### src/rtl/regfile_writeback_pkg.sv
// Shared widths, source identifiers and helpers for the register-file writeback path.
package regfile_writeback_pkg;

  localparam int XLEN       = 32;
  localparam int REG_ADDR_W = 5;
  localparam int NUM_REGS   = 32;
  localparam int WB_DEPTH   = 2;

  typedef enum logic {
    WB_ALU = 1'b0,
    WB_LSU = 1'b1
  } wb_src_e;

  function automatic logic [NUM_REGS-1:0] rd_onehot(input logic [REG_ADDR_W-1:0] rd);
    logic [NUM_REGS-1:0] mask;
    mask     = '0;
    mask[rd] = 1'b1;
    return mask;
  endfunction

endpackage

### src/rtl/regfile_writeback_if.sv
// Result handshakes from the ALU and LSU into the writeback block.
interface regfile_writeback_if
  import regfile_writeback_pkg::*;
#(
  parameter int XLEN = regfile_writeback_pkg::XLEN
);

  logic                  alu_valid;
  logic                  alu_ready;
  logic [REG_ADDR_W-1:0] alu_rd;
  logic [XLEN-1:0]       alu_data;
  logic                  lsu_valid;
  logic                  lsu_ready;
  logic [REG_ADDR_W-1:0] lsu_rd;
  logic [XLEN-1:0]       lsu_data;

  modport master (
    output alu_valid, alu_rd, alu_data, lsu_valid, lsu_rd, lsu_data,
    input  alu_ready, lsu_ready
  );

  modport slave (
    input  alu_valid, alu_rd, alu_data, lsu_valid, lsu_rd, lsu_data,
    output alu_ready, lsu_ready
  );

endinterface

### src/rtl/regfile_writeback_fifo.sv
// Small synchronous FIFO of {rd, data} results; also reports which destinations it holds.
module wb_fifo
  import regfile_writeback_pkg::*;
#(
  parameter int XLEN  = regfile_writeback_pkg::XLEN,
  parameter int DEPTH = WB_DEPTH,
  localparam int PTR_W = $clog2(DEPTH),
  localparam int CNT_W = PTR_W + 1
) (
  input  logic                  clk,
  input  logic                  rst_n,
  input  logic                  push,
  input  logic [REG_ADDR_W-1:0] push_rd,
  input  logic [XLEN-1:0]       push_data,
  input  logic                  pop,
  output logic [REG_ADDR_W-1:0] head_rd,
  output logic [XLEN-1:0]       head_data,
  output logic                  empty,
  output logic [CNT_W-1:0]      count,
  output logic [NUM_REGS-1:0]   rd_mask
);

  logic [REG_ADDR_W-1:0] mem_rd   [DEPTH];
  logic [XLEN-1:0]       mem_data [DEPTH];
  logic [PTR_W-1:0]      wr_ptr;
  logic [PTR_W-1:0]      rd_ptr;
  logic [PTR_W-1:0]      offset;

  always_ff @(posedge clk) begin
    if (push) begin
      mem_rd[wr_ptr]   <= push_rd;
      mem_data[wr_ptr] <= push_data;
    end
  end

  // Pointers wrap naturally because DEPTH is a power of two.
  always_ff @(posedge clk) begin
    if (!rst_n) begin
      wr_ptr <= '0;
      rd_ptr <= '0;
      count  <= '0;
    end else begin
      if (push) wr_ptr <= wr_ptr + 1'b1;
      if (pop)  rd_ptr <= rd_ptr + 1'b1;
      case ({push, pop})
        2'b10:   count <= count + 1'b1;
        2'b01:   count <= count - 1'b1;
        default: count <= count;
      endcase
    end
  end

  assign head_rd   = mem_rd[rd_ptr];
  assign head_data = mem_data[rd_ptr];
  assign empty     = (count == '0);

  // Slot i is live when its distance from the read pointer is below the fill level.
  always_comb begin
    rd_mask = '0;
    offset  = '0;
    for (int i = 0; i < DEPTH; i++) begin
      offset = PTR_W'(i) - rd_ptr;
      if ({1'b0, offset} < count) rd_mask = rd_mask | rd_onehot(mem_rd[i]);
    end
  end

endmodule

### src/rtl/regfile_writeback.sv
// Buffers ALU and LSU results, arbitrates round-robin between them, and drives the
// RegisterFile write port one result per cycle.
module regfile_writeback
  import regfile_writeback_pkg::*;
#(
  parameter int XLEN  = regfile_writeback_pkg::XLEN,
  parameter int DEPTH = WB_DEPTH
) (
  input  logic                  clk,
  input  logic                  rst_n,
  regfile_writeback_if.slave    src,
  output logic [REG_ADDR_W-1:0] write_address,
  output logic [XLEN-1:0]       write_data,
  output logic                  write_enable,
  output logic [NUM_REGS-1:0]   pending_mask,
  output logic [31:0]           retired_count
);

  localparam int CNT_W = $clog2(DEPTH) + 1;

  logic                  alu_ready, lsu_ready;
  logic                  alu_push, lsu_push;
  logic                  alu_pop, lsu_pop;
  logic                  alu_empty, lsu_empty;
  logic [CNT_W-1:0]      alu_count, lsu_count;
  logic [REG_ADDR_W-1:0] alu_head_rd, lsu_head_rd;
  logic [XLEN-1:0]       alu_head_data, lsu_head_data;
  logic [NUM_REGS-1:0]   alu_mask, lsu_mask;
  wb_src_e               last_grant;

  // Ready depends only on fill level and reset, so a full FIFO stays closed even while popping.
  assign alu_ready     = rst_n && (alu_count != CNT_W'(DEPTH));
  assign lsu_ready     = rst_n && (lsu_count != CNT_W'(DEPTH));
  assign src.alu_ready = alu_ready;
  assign src.lsu_ready = lsu_ready;
  assign alu_push      = src.alu_valid && alu_ready;
  assign lsu_push      = src.lsu_valid && lsu_ready;

  wb_fifo #(.XLEN(XLEN), .DEPTH(DEPTH)) u_alu_fifo (
    .clk       (clk),
    .rst_n     (rst_n),
    .push      (alu_push),
    .push_rd   (src.alu_rd),
    .push_data (src.alu_data),
    .pop       (alu_pop),
    .head_rd   (alu_head_rd),
    .head_data (alu_head_data),
    .empty     (alu_empty),
    .count     (alu_count),
    .rd_mask   (alu_mask)
  );

  wb_fifo #(.XLEN(XLEN), .DEPTH(DEPTH)) u_lsu_fifo (
    .clk       (clk),
    .rst_n     (rst_n),
    .push      (lsu_push),
    .push_rd   (src.lsu_rd),
    .push_data (src.lsu_data),
    .pop       (lsu_pop),
    .head_rd   (lsu_head_rd),
    .head_data (lsu_head_data),
    .empty     (lsu_empty),
    .count     (lsu_count),
    .rd_mask   (lsu_mask)
  );

  // On a tie the source that did not win last time goes first.
  always_comb begin
    alu_pop = 1'b0;
    lsu_pop = 1'b0;
    if (!alu_empty && !lsu_empty) begin
      if (last_grant == WB_ALU) lsu_pop = 1'b1;
      else                      alu_pop = 1'b1;
    end else if (!alu_empty) begin
      alu_pop = 1'b1;
    end else if (!lsu_empty) begin
      lsu_pop = 1'b1;
    end
  end

  always_ff @(posedge clk) begin
    if (!rst_n) begin
      write_address <= '0;
      write_data    <= '0;
      write_enable  <= 1'b0;
      retired_count <= '0;
      last_grant    <= WB_ALU;
    end else if (alu_pop || lsu_pop) begin
      write_address <= lsu_pop ? lsu_head_rd : alu_head_rd;
      write_data    <= lsu_pop ? lsu_head_data : alu_head_data;
      write_enable  <= (lsu_pop ? lsu_head_rd : alu_head_rd) != '0;
      last_grant    <= lsu_pop ? WB_LSU : WB_ALU;
      retired_count <= retired_count + 32'd1;
    end else begin
      write_enable  <= 1'b0;
    end
  end

  // x0 never has a real write in flight, so its bit is forced low.
  assign pending_mask = (alu_mask | lsu_mask |
                         (write_enable ? rd_onehot(write_address) : '0)) &
                        ~NUM_REGS'(1);

endmodule
### src/flat_wrapper.sv
// flat-port wrapper written by rule: the top's interface ports become plain ports
module regfile_writeback_flat import regfile_writeback_pkg::*;
#(
  parameter int XLEN  = regfile_writeback_pkg::XLEN,
  parameter int DEPTH = WB_DEPTH
)
  (clk, rst_n, write_address, write_data, write_enable, pending_mask, retired_count, src_alu_valid, src_alu_rd, src_alu_data, src_lsu_valid, src_lsu_rd, src_lsu_data, src_alu_ready, src_lsu_ready);
  regfile_writeback_if #(.XLEN(XLEN)) src_i ();
  input  logic clk;
  input  logic rst_n;
  output logic [REG_ADDR_W-1:0] write_address;
  output logic [XLEN-1:0] write_data;
  output logic write_enable;
  output logic [NUM_REGS-1:0] pending_mask;
  output logic [31:0] retired_count;
  input wire logic [$bits(src_i.alu_valid)-1:0] src_alu_valid;
  input wire logic [$bits(src_i.alu_rd)-1:0] src_alu_rd;
  input wire logic [$bits(src_i.alu_data)-1:0] src_alu_data;
  input wire logic [$bits(src_i.lsu_valid)-1:0] src_lsu_valid;
  input wire logic [$bits(src_i.lsu_rd)-1:0] src_lsu_rd;
  input wire logic [$bits(src_i.lsu_data)-1:0] src_lsu_data;
  output wire logic [$bits(src_i.alu_ready)-1:0] src_alu_ready;
  output wire logic [$bits(src_i.lsu_ready)-1:0] src_lsu_ready;
  assign src_i.alu_valid = src_alu_valid;
  assign src_i.alu_rd = src_alu_rd;
  assign src_i.alu_data = src_alu_data;
  assign src_i.lsu_valid = src_lsu_valid;
  assign src_i.lsu_rd = src_lsu_rd;
  assign src_i.lsu_data = src_lsu_data;
  assign src_alu_ready = src_i.alu_ready;
  assign src_lsu_ready = src_i.lsu_ready;
  regfile_writeback #(.XLEN(XLEN), .DEPTH(DEPTH)) u_core (.clk(clk), .rst_n(rst_n), .src(src_i), .write_address(write_address), .write_data(write_data), .write_enable(write_enable), .pending_mask(pending_mask), .retired_count(retired_count));
endmodule
### config.mk
export PLATFORM = sky130hd
export DESIGN_NAME = regfile_writeback_flat
export DESIGN_NICKNAME = d
export VERILOG_FILES = /design/src/rtl/regfile_writeback_pkg.sv /design/src/rtl/regfile_writeback_if.sv /design/src/rtl/regfile_writeback_fifo.sv /design/src/rtl/regfile_writeback.sv /design/src/flat_wrapper.sv
export SDC_FILE = /design/constraint.sdc
export NUM_CORES = 1
export LEC_CHECK = 0
export CORE_ASPECT_RATIO = 1.25
export CORE_UTILIZATION = 50
export CTS_CLUSTER_SIZE = 20
export DETAILED_ROUTE_END_ITERATION = 10
export PLACE_DENSITY = 0.76
export SYNTH_ARGS = -nofsm -noshare
export SYNTH_HDL_FRONTEND = slang
export SYNTH_SLANG_ARGS = --single-unit
### constraint.sdc
create_clock -name clk -period 6.16 [get_ports clk]
set_clock_uncertainty 0.1 [all_clocks]
set_input_delay 1.54 -clock clk [delete_from_list [all_inputs] [get_ports clk]]
set_output_delay 1.54 -clock clk [all_outputs]
set_load 0.02 [all_outputs]
==> results of run 1 <==
[routing by layer]
metal,GRT usage,vias to the layer above,part of all wire
met5,0,-,0.00047
met3,0.0377,75,0.074
met4,0.0962,2,0.030
li1,-,3811,-
met2,0.438,386,0.49
met1,0.307,3898,0.40
[cells by family (layout without fill, tap and decap cells)]
logic type	after synthesis	after routing	synth area share
buffers and inverters	88	252	0.0386
muxes	76	76	0.0765
DFF	229	229	0.578
other	1	1	0.000358
and+or+nand+nor	284	284	0.149
AOI/OAI and AO/OA	228	228	0.140
xor gates and xnor gates	17	17	0.0142
adders and majority gates	3	3	0.00358
[flip-flops by register name (all words and copies together) (netlist names), named ones only]
signal / cells
u_core.u_alu_fifo.mem_data: 64
u_core.u_lsu_fifo.mem_data: 64
u_core.retired_count: 32
u_core.write_data: 32
u_core.u_alu_fifo.mem_rd: 10
u_core.u_lsu_fifo.mem_rd: 10
u_core.write_address: 5
u_core.u_alu_fifo.count: 2
u_core.u_lsu_fifo.count: 2
u_core.last_grant: 1
u_core.u_alu_fifo.rd_ptr: 1
u_core.u_alu_fifo.wr_ptr: 1
u_core.u_lsu_fifo.rd_ptr: 1
u_core.u_lsu_fifo.wr_ptr: 1
u_core.write_enable: 1
[critical path: cells and delay by family, from the launching register on]
family	cells	cell delay, ps
AOI/OAI and AO/OA	3	1290
DFF	1	680
buffers and inverters	2	840
[path summary, 6_finish.rpt]
check	start	endpoint	slack, ps
setup / recovery	u_core.u_alu_fifo.count[1]$_SDFFE_PN0P_	pending_mask[8]	1210
hold / removal	u_core.write_data[28]$_SDFFE_PN0P_	u_core.write_data[28]$_SDFFE_PN0P_	350
setup reg to reg	u_core.u_alu_fifo.count[1]$_SDFFE_PN0P_	u_core.u_lsu_fifo.count[1]$_SDFFE_PN0P_	3470
hold reg to reg	u_core.write_data[28]$_SDFFE_PN0P_	u_core.write_data[28]$_SDFFE_PN0P_	350
[per-stage QoR]
stage	util	power (W)	hold WS, ps	area [µm²]
global route	0.648	0.00517	379	13200
detailed placement	0.610	0.00356	347	12400
floorplan	-	0.00301	416	10500
finish	0.648	0.00494	355	13200
global placement	0.610	0.00354	340	12400
CTS	0.648	0.00497	359	13200
[area by class of cell]
| cell class | count | share of cell area |
|---|---|---|
| Multi-Input combinational cell | 609 | 0.308 |
| Clock inverter | 15 | 0.0125 |
| Timing Repair Buffer | 188 | 0.141 |
| Inverter | 22 | 0.00627 |
| Sequential cell | 229 | 0.461 |
| Tap cell | 270 | 0.0257 |
| Clock buffer | 27 | 0.0456 |
[power by group through the flow]
stage | combinational [W] | sequential (W) | clock [W]
after floorplan | 0.000978 | 0.00203 | 0
after global placement | 0.00149 | 0.00205 | 0
after detailed placement | 0.00151 | 0.00206 | 0
after CTS | 0.00152 | 0.00203 | 0.00143
after global routing | 0.00163 | 0.00205 | 0.00149
final | 0.00151 | 0.00203 | 0.00140
[cell usage in the layout (no fill, tap or decap), drive strengths merged, types with 4 or more instances in the layout]
cell type	instances
nand2	66
dfxtp	81
o22ai	44
nand2b	9
xor2	9
and2	4
mux2i	43
nand3b	19
nor2b	8
mux2	33
nand3	24
xnor2	8
o31ai	8
clkdlybuf4s50	180
edfxtp	148
nor2	60
inv	24
nand4	10
or3	27
o211ai	43
o22a	11
buf	8
o21ai	39
a21oi	64
nor4	15
clkbuf	27
and4	5
or3b	12
clkinv	7
or4	15
==> impl_results.rst, run 1 <==
.. list-table::
   :header-rows: 1

   * - Metric
     - Value
   * - Run status
     - finished, final reports clean
   * - Maximum clock rate
     - 0.202 GHz
   * - Number of endpoints failing setup at the final stage
     - 0
   * - Largest net degree at the start of global routing
     - 54
   * - Post-Place Worst Slack
     - 1480 ps
   * - Final instance count without filler cells
     - roughly 1400
   * - TritonCTS clock tree
     - done
   * - Worst-path clk slew
     - 60 ps
   * - Switching share of total power
     - 0.337
   * - Antenna diodes
     - 0
   * - Die width
     - 132 µm
   * - Final Net Count
     - 1154
   * - First-pass detailed-route iteration total
     - 5
   * - Proportion of netlist area held by the largest area contributor
     - 0.424
   * - Number of enable flip-flop cells after synthesis
     - between 100 and 150
   * - Largest fanout on the critical path
     - 14
   * - Count of instances resized after the clock tree is built
     - 0
   * - Top-count cell post-synth
     - sky130_fd_sc_hd__edfxtp_1
   * - Type of destination of the critical path
     - primary output
   * - Cell area after technology mapping
     - 10500 µm²
   * - Post-synth cell types
     - between 60 and 70
   * - Aggregate global-route resource usage
     - 0.248
   * - Clock Root Buffer
     - sky130_fd_sc_hd__clkbuf_16
   * - Clock Tree Buf Depth
     - 3
   * - Count of max-cap constraint violations
     - 0
   * - Violation count after the first detailed-route iteration
     - 705
   * - Count of final max-slew check failures
     - 0
   * - Sequential fraction of the synthesis area
     - 0.578
   * - Share of layout cells above drive strength 1
     - 0.100
   * - HPWL after DPL
     - 17900 µm
   * - Worst max-slew margin expressed relative to the limit
     - 0.155
   * - Count of input and output buffers
     - 180
   * - Internal Pwr Total
     - 0.00328 W
   * - Last weighted congestion value of the routability-driven placer
     - roughly 0.97
   * - Initial core utilization
     - 0.516
   * - Total of flip-flops plus latches after synthesis
     - between 200 and 250
   * - Post-CTS setup buffers
     - 0
   * - Area added between synthesis and finish
     - 25.5%
   * - CTS Hold Bufs
     - 0
   * - Ratio of total power to cell area
     - 375 nW/µm²
   * - Core area
     - 20300 µm²
   * - Required time of the worst setup path
     - 4520 ps
   * - Biggest cell delay along the critical path
     - 910 ps
   * - Top-level I/O count
     - approximately 180
   * - Leak
     - 4.27 nW
   * - Standard-cell row count
     - slightly below 60
   * - Number of vias per cell after detailed routing
     - between 6 and 7
   * - Global-route wire length before repair
     - 41900 µm
   * - Fin worst setup slack
     - 1210 ps
   * - Startpoint type of the worst setup path
     - flip-flop
   * - Critical path cell sequence
     - inv_1, a211oi_1, a31oi_1, o211ai_1, clkdlybuf4s50_1
   * - Final cycle utilization of the critical path
     - 0.803
   * - Top cells by count, synth
     - 148 x sky130_fd_sc_hd__edfxtp_1, 81 x sky130_fd_sc_hd__dfxtp_1, 65 x sky130_fd_sc_hd__nand2_1
   * - Sinks on the clock net
     - 229
   * - Count of antenna-violating nets left after detailed routing
     - 0
   * - Switching power
     - 0.00166 W
   * - Clock insertion delay at the later pin of the skew report
     - between 500 and 600 ps
   * - Reg2Reg Depth
     - 6
   * - WL final
     - 27500 µm
   * - Total grt overflow
     - 0
   * - Clock network fraction of total power
     - 0.284
   * - Final total negative setup slack
     - 0 ps
   * - Via count
     - 8172
   * - FF+latch area
     - 6070 µm²
   * - Top FF cell, synth
     - sky130_fd_sc_hd__edfxtp_1
   * - Slowest stage cell on the critical path
     - sky130_fd_sc_hd__a211oi_1
   * - Synthesized instance count
     - ~930
   * - Min Clock Period, post-route
     - 4950 ps
   * - Hold violation total from the final report
     - 0
   * - Synth Warn #
     - 0
   * - Proportion of register bits with asynchronous set or reset after synthesis
     - 0
   * - Data arrival at the endpoint of the critical path
     - 3310 ps
   * - DRC errors left
     - 0
   * - Overall die area
     - around 22000 µm²
   * - Post-detailed-route wirelength per cell
     - 20.2 µm
   * - Power share of the combinational group
     - 0.306
   * - Die extent in y
     - 164 µm
   * - Antenna violations before repair
     - 1
   * - CTS H-tree lvls
     - 1
   * - Crit path kind
     - flip-flop to primary output
   * - Post-synth net total
     - 1007
   * - Worst-margin pin slew
     - 1260 ps
   * - Top cells by area in the synthesized netlist
     - sky130_fd_sc_hd__edfxtp_1 42%, sky130_fd_sc_hd__dfxtp_1 15%, sky130_fd_sc_hd__mux2i_1 4.1%
   * - Via count of the first global-routing pass
     - 7757
   * - Worst IR Drop VDD
     - 0.286 mV
   * - Multi-input gate area in the final layout
     - 4050 µm²
   * - Seq pwr share
     - 0.411
   * - Setup repair after global routing missed its margin
     - no
   * - Count of placed standard cells including taps
     - 1318
   * - Number of CTS-inserted buffers
     - 23
   * - Worst hold stages
     - 2
   * - Worst min-delay path class
     - flip-flop to flip-flop
   * - Cell type contributing the most total cell area after synthesis
     - sky130_fd_sc_hd__edfxtp_1
   * - Filler cell count in the final layout
     - roughly 1600
   * - Syn Area/Cell
     - ~11 µm²
(Power assumes the default switching activity.)
==> run 2: changes to the inputs <==
==> constraint.sdc (replaced) <==
create_clock -name clk -period 5.12 [get_ports clk]
set_clock_uncertainty 0.1 [all_clocks]
set_input_delay 1.28 -clock clk [delete_from_list [all_inputs] [get_ports clk]]
set_output_delay 1.28 -clock clk [all_outputs]
set_load 0.02 [all_outputs]
==> run 2 against run 1 <==
Net effect:
- sequential cell count did not move
- utilization shrank 0.086 points
- sequential share of layout area grew 0.061 points
- via count about the same
- sequential power is 20% higher
- die area stayed put
- worst hold slack lost 4.8 ps
- final cell count is 0.37% higher
- clock power grew 12%
- count of clock-buffer cells in the layout grew 1
- critical endpoint is now pending_mask[20]
==> impl_results.rst, run 2 (same netlist as run 1, synthesis figures left out) <==
.. list-table::
   :header-rows: 1

   * - Metric
     - Value
   * - Run status
     - finished, final reports clean
   * - Top-level I/O count
     - 182 (unchanged)
   * - Switching power
     - 0.00198 W (+19%)
   * - Count of antenna-violating nets left after detailed routing
     - 0 (unchanged)
   * - Global-route wire length before repair
     - 42400 µm (+1.3%)
   * - Seq pwr share
     - 0.419 (+0.008)
   * - Count of instances resized after the clock tree is built
     - 0 (unchanged)
   * - Last weighted congestion value of the routability-driven placer
     - 0.940 (-2.9%)
   * - Data arrival at the endpoint of the critical path
     - 3110 ps (-200 ps)
   * - Post-detailed-route wirelength per cell
     - 19.9 µm (-1.6%)
   * - Filler cell count in the final layout
     - 1586 (-0.69%)
   * - Post-CTS setup buffers
     - 0 (unchanged)
   * - Antenna violations before repair
     - 1 (unchanged)
   * - CTS H-tree lvls
     - 1 (unchanged)
   * - Number of vias per cell after detailed routing
     - 5.98 (-0.43%)
   * - Die extent in y
     - 164 µm (unchanged)
   * - Critical path cell sequence
     - nor2b_1, o211ai_1, o22ai_1, or4_1, clkdlybuf4s50_1
   * - Hold violation total from the final report
     - 0 (unchanged)
   * - Slowest stage cell on the critical path
     - sky130_fd_sc_hd__o211ai_1
   * - First-pass detailed-route iteration total
     - 6 (+1)
   * - Worst hold start
     - u_core.write_data[28]$_SDFFE_PN0P_
   * - Count of input and output buffers
     - 180 (unchanged)
   * - Post-Place Worst Slack
     - 882 ps (-602 ps)
   * - Share of layout cells above drive strength 1
     - 0.103 (+0.00320)
   * - Via count of the first global-routing pass
     - 7978 (+2.8%)
   * - Uppermost layer routed
     - met5
   * - Count of max-cap constraint violations
     - 0 (unchanged)
   * - Leak
     - 4.28 nW (+0.14%)
   * - Required time of the worst setup path
     - 3740 ps (-780 ps)
   * - Multi-input gate area in the final layout
     - 4050 µm² (unchanged)
   * - Registers with the most flip-flops
     - u_core.u_alu_fifo.mem_data: 64 flops, u_core.u_lsu_fifo.mem_data: 64 flops
   * - Worst flop-to-flop path startpoint
     - u_core.u_alu_fifo.count[0]$_SDFFE_PN0P_
   * - Number of CTS-inserted buffers
     - 23 (unchanged)
   * - Total grt overflow
     - 0 (unchanged)
   * - Via count
     - 8167 (-0.061%)
   * - Switching share of total power
     - 0.340 (+0.00278)
   * - Crit path kind
     - flip-flop to primary output
   * - Final Net Count
     - 1159 (+0.43%)
   * - Number of endpoints failing setup at the final stage
     - 0 (unchanged)
   * - Routed length on met1
     - 10800 µm (-2.3%)
   * - Clock Root Buffer
     - sky130_fd_sc_hd__clkbuf_16
   * - Worst-path clk slew
     - 60 ps (about the same)
   * - Sum of met3 wire segment lengths after detailed routing
     - 2020 µm (-1.0%)
   * - Die width
     - 132 µm (unchanged)
   * - Initial core utilization
     - 0.516 (unchanged)
   * - Clock insertion delay at the later pin of the skew report
     - 500 ps (about the same)
   * - Antenna diodes
     - 0 (unchanged)
   * - Sinks on the clock net
     - 229 (unchanged)
   * - Final cycle utilization of the critical path
     - 0.878
   * - Overall die area
     - 21600 µm² (unchanged)
   * - FF+latch area
     - 6070 µm² (unchanged)
   * - Commonest cells after routing, fill and taps aside
     - 180 x sky130_fd_sc_hd__clkdlybuf4s50_1, 148 x sky130_fd_sc_hd__edfxtp_1, 79 x sky130_fd_sc_hd__dfxtp_1
   * - HPWL after DPL
     - 18200 µm (+1.3%)
   * - Violation count after the first detailed-route iteration
     - 577 (-18%)
   * - Core area
     - 20300 µm² (unchanged)
   * - Aggregate global-route resource usage
     - 0.249 (+0.000786)
   * - Largest net degree at the start of global routing
     - 42 (-22%)
   * - Power share of the combinational group
     - 0.311 (+0.005)
   * - Worst-margin pin slew
     - 1140 ps (-128 ps)
   * - Count of final max-slew check failures
     - 0 (unchanged)
   * - Worst max-slew margin expressed relative to the limit
     - 0.243 (+0.0874)
   * - Standard-cell row count
     - 58 (unchanged)
   * - Maximum clock rate
     - 0.222 GHz
   * - Most common library cell in the layout ignoring fill and taps
     - sky130_fd_sc_hd__clkdlybuf4s50_1
   * - Start point of the critical path
     - u_core.u_lsu_fifo.count[0]$_SDFFE_PN0P_
   * - Worst min-delay path class
     - flip-flop to flip-flop
   * - Setup repair after global routing missed its margin
     - no
   * - CTS Hold Bufs
     - 0 (unchanged)
   * - Wire length on met2
     - 13500 µm (about the same)
   * - Internal Pwr Total
     - 0.00384 W (+17%)
   * - Total cell area at the placement stage
     - 12400 µm² (+0.30%)
   * - Final instance count without filler cells
     - 1365 (+0.37%)
   * - Area added between synthesis and finish
     - 25.3%
   * - Final std cell area, no fill
     - 13100 µm² (-0.13%)
   * - Clock Tree Buf Depth
     - 3 (unchanged)
   * - Biggest cell delay along the critical path
     - 700 ps (-210 ps)
   * - Count of buffering cells on the critical path with inverters included
     - 1 (-1)
   * - Startpoint type of the worst setup path
     - flip-flop
   * - Type of destination of the critical path
     - primary output
   * - Ratio of total power to cell area
     - 443 nW/µm² (+18%)
   * - Largest fanout on the critical path
     - 11 (-3)
   * - Clock network fraction of total power
     - 0.270 (-0.014)
   * - WL final
     - 27100 µm (-1.3%)
   * - Fin worst setup slack
     - 625 ps (-589 ps)
   * - Final total negative setup slack
     - 0 ps (unchanged)
   * - Final Total Pwr
     - 0.00582 W (+18%)
   * - Min Clock Period, post-route
     - 4490 ps
   * - TritonCTS clock tree
     - done
   * - Count of placed standard cells including taps
     - 1323 (+0.38%)
   * - Worst IR Drop VDD
     - 0.377 mV (+32%)
   * - Top delay family on crit path
     - compound AO/OA/AOI/OAI gates
   * - DRC errors left
     - 0 (unchanged)
run 2: cell types whose count changed in the layout (fill, tap and decap cells not counted), sizes merged:
cell      change
bufinv        -2
clkbuf        +1
clkinvlp      -1
clkinv        +2
buf           +5
run 2: worst paths after layout:
| check | to | slack, ps | cells past startpoint |
|---|---|---|---|
| min reg2reg | u_core.write_data[28]$_SDFFE_PN0P_ | 350 | 2 |
| max reg2reg | u_core.write_enable$_SDFF_PN0_ | 2450 | 4 |
| min | u_core.write_data[28]$_SDFFE_PN0P_ | 350 | 2 |
| max | pending_mask[20] | 630 | 5 |
run 2: per-layer routing:
layer / vias up / track usage
met5: - / 0
met1: 3946 / 0.302
met4: 2 / 0.105
met3: 59 / 0.0485
li1: 3814 / -
met2: 346 / 0.435
run 2: power groups by stage:
stage	Combinational, W	Clock, W	Sequential (W)
finish	0.00181	0.00157	0.00244
floorplan	0.00118	0	0.00245
global placement	0.00178	0	0.00247
global route	0.00196	0.00168	0.00247
CTS	0.00182	0.00160	0.00244
detailed placement	0.00181	0	0.00247
run 2: final cells by class:
cell class,instances,area share
sequential,229,0.462
multi-input combinational,609,0.308
timing repair buffer,193,0.144
clock buffer,28,0.0460
tap,270,0.0257
clock inverter,14,0.00799
inverter,22,0.00628
run 2: per-stage QoR:
step | utilization | hold WS (ps)
floorplan | - | 416
global route | 0.647 | 382
detailed placement | 0.612 | 344
finish | 0.647 | 350
global placement | 0.612 | 340
CTS | 0.647 | 352
run 2: worst register-to-register path, cell delays in order, from the launching register on:
cell,delay [ps]
sky130_fd_sc_hd__dfxtp_1,670
sky130_fd_sc_hd__o21a_1,900
sky130_fd_sc_hd__o21ai_0,340
sky130_fd_sc_hd__and2_1,220
sky130_fd_sc_hd__o311a_1,330
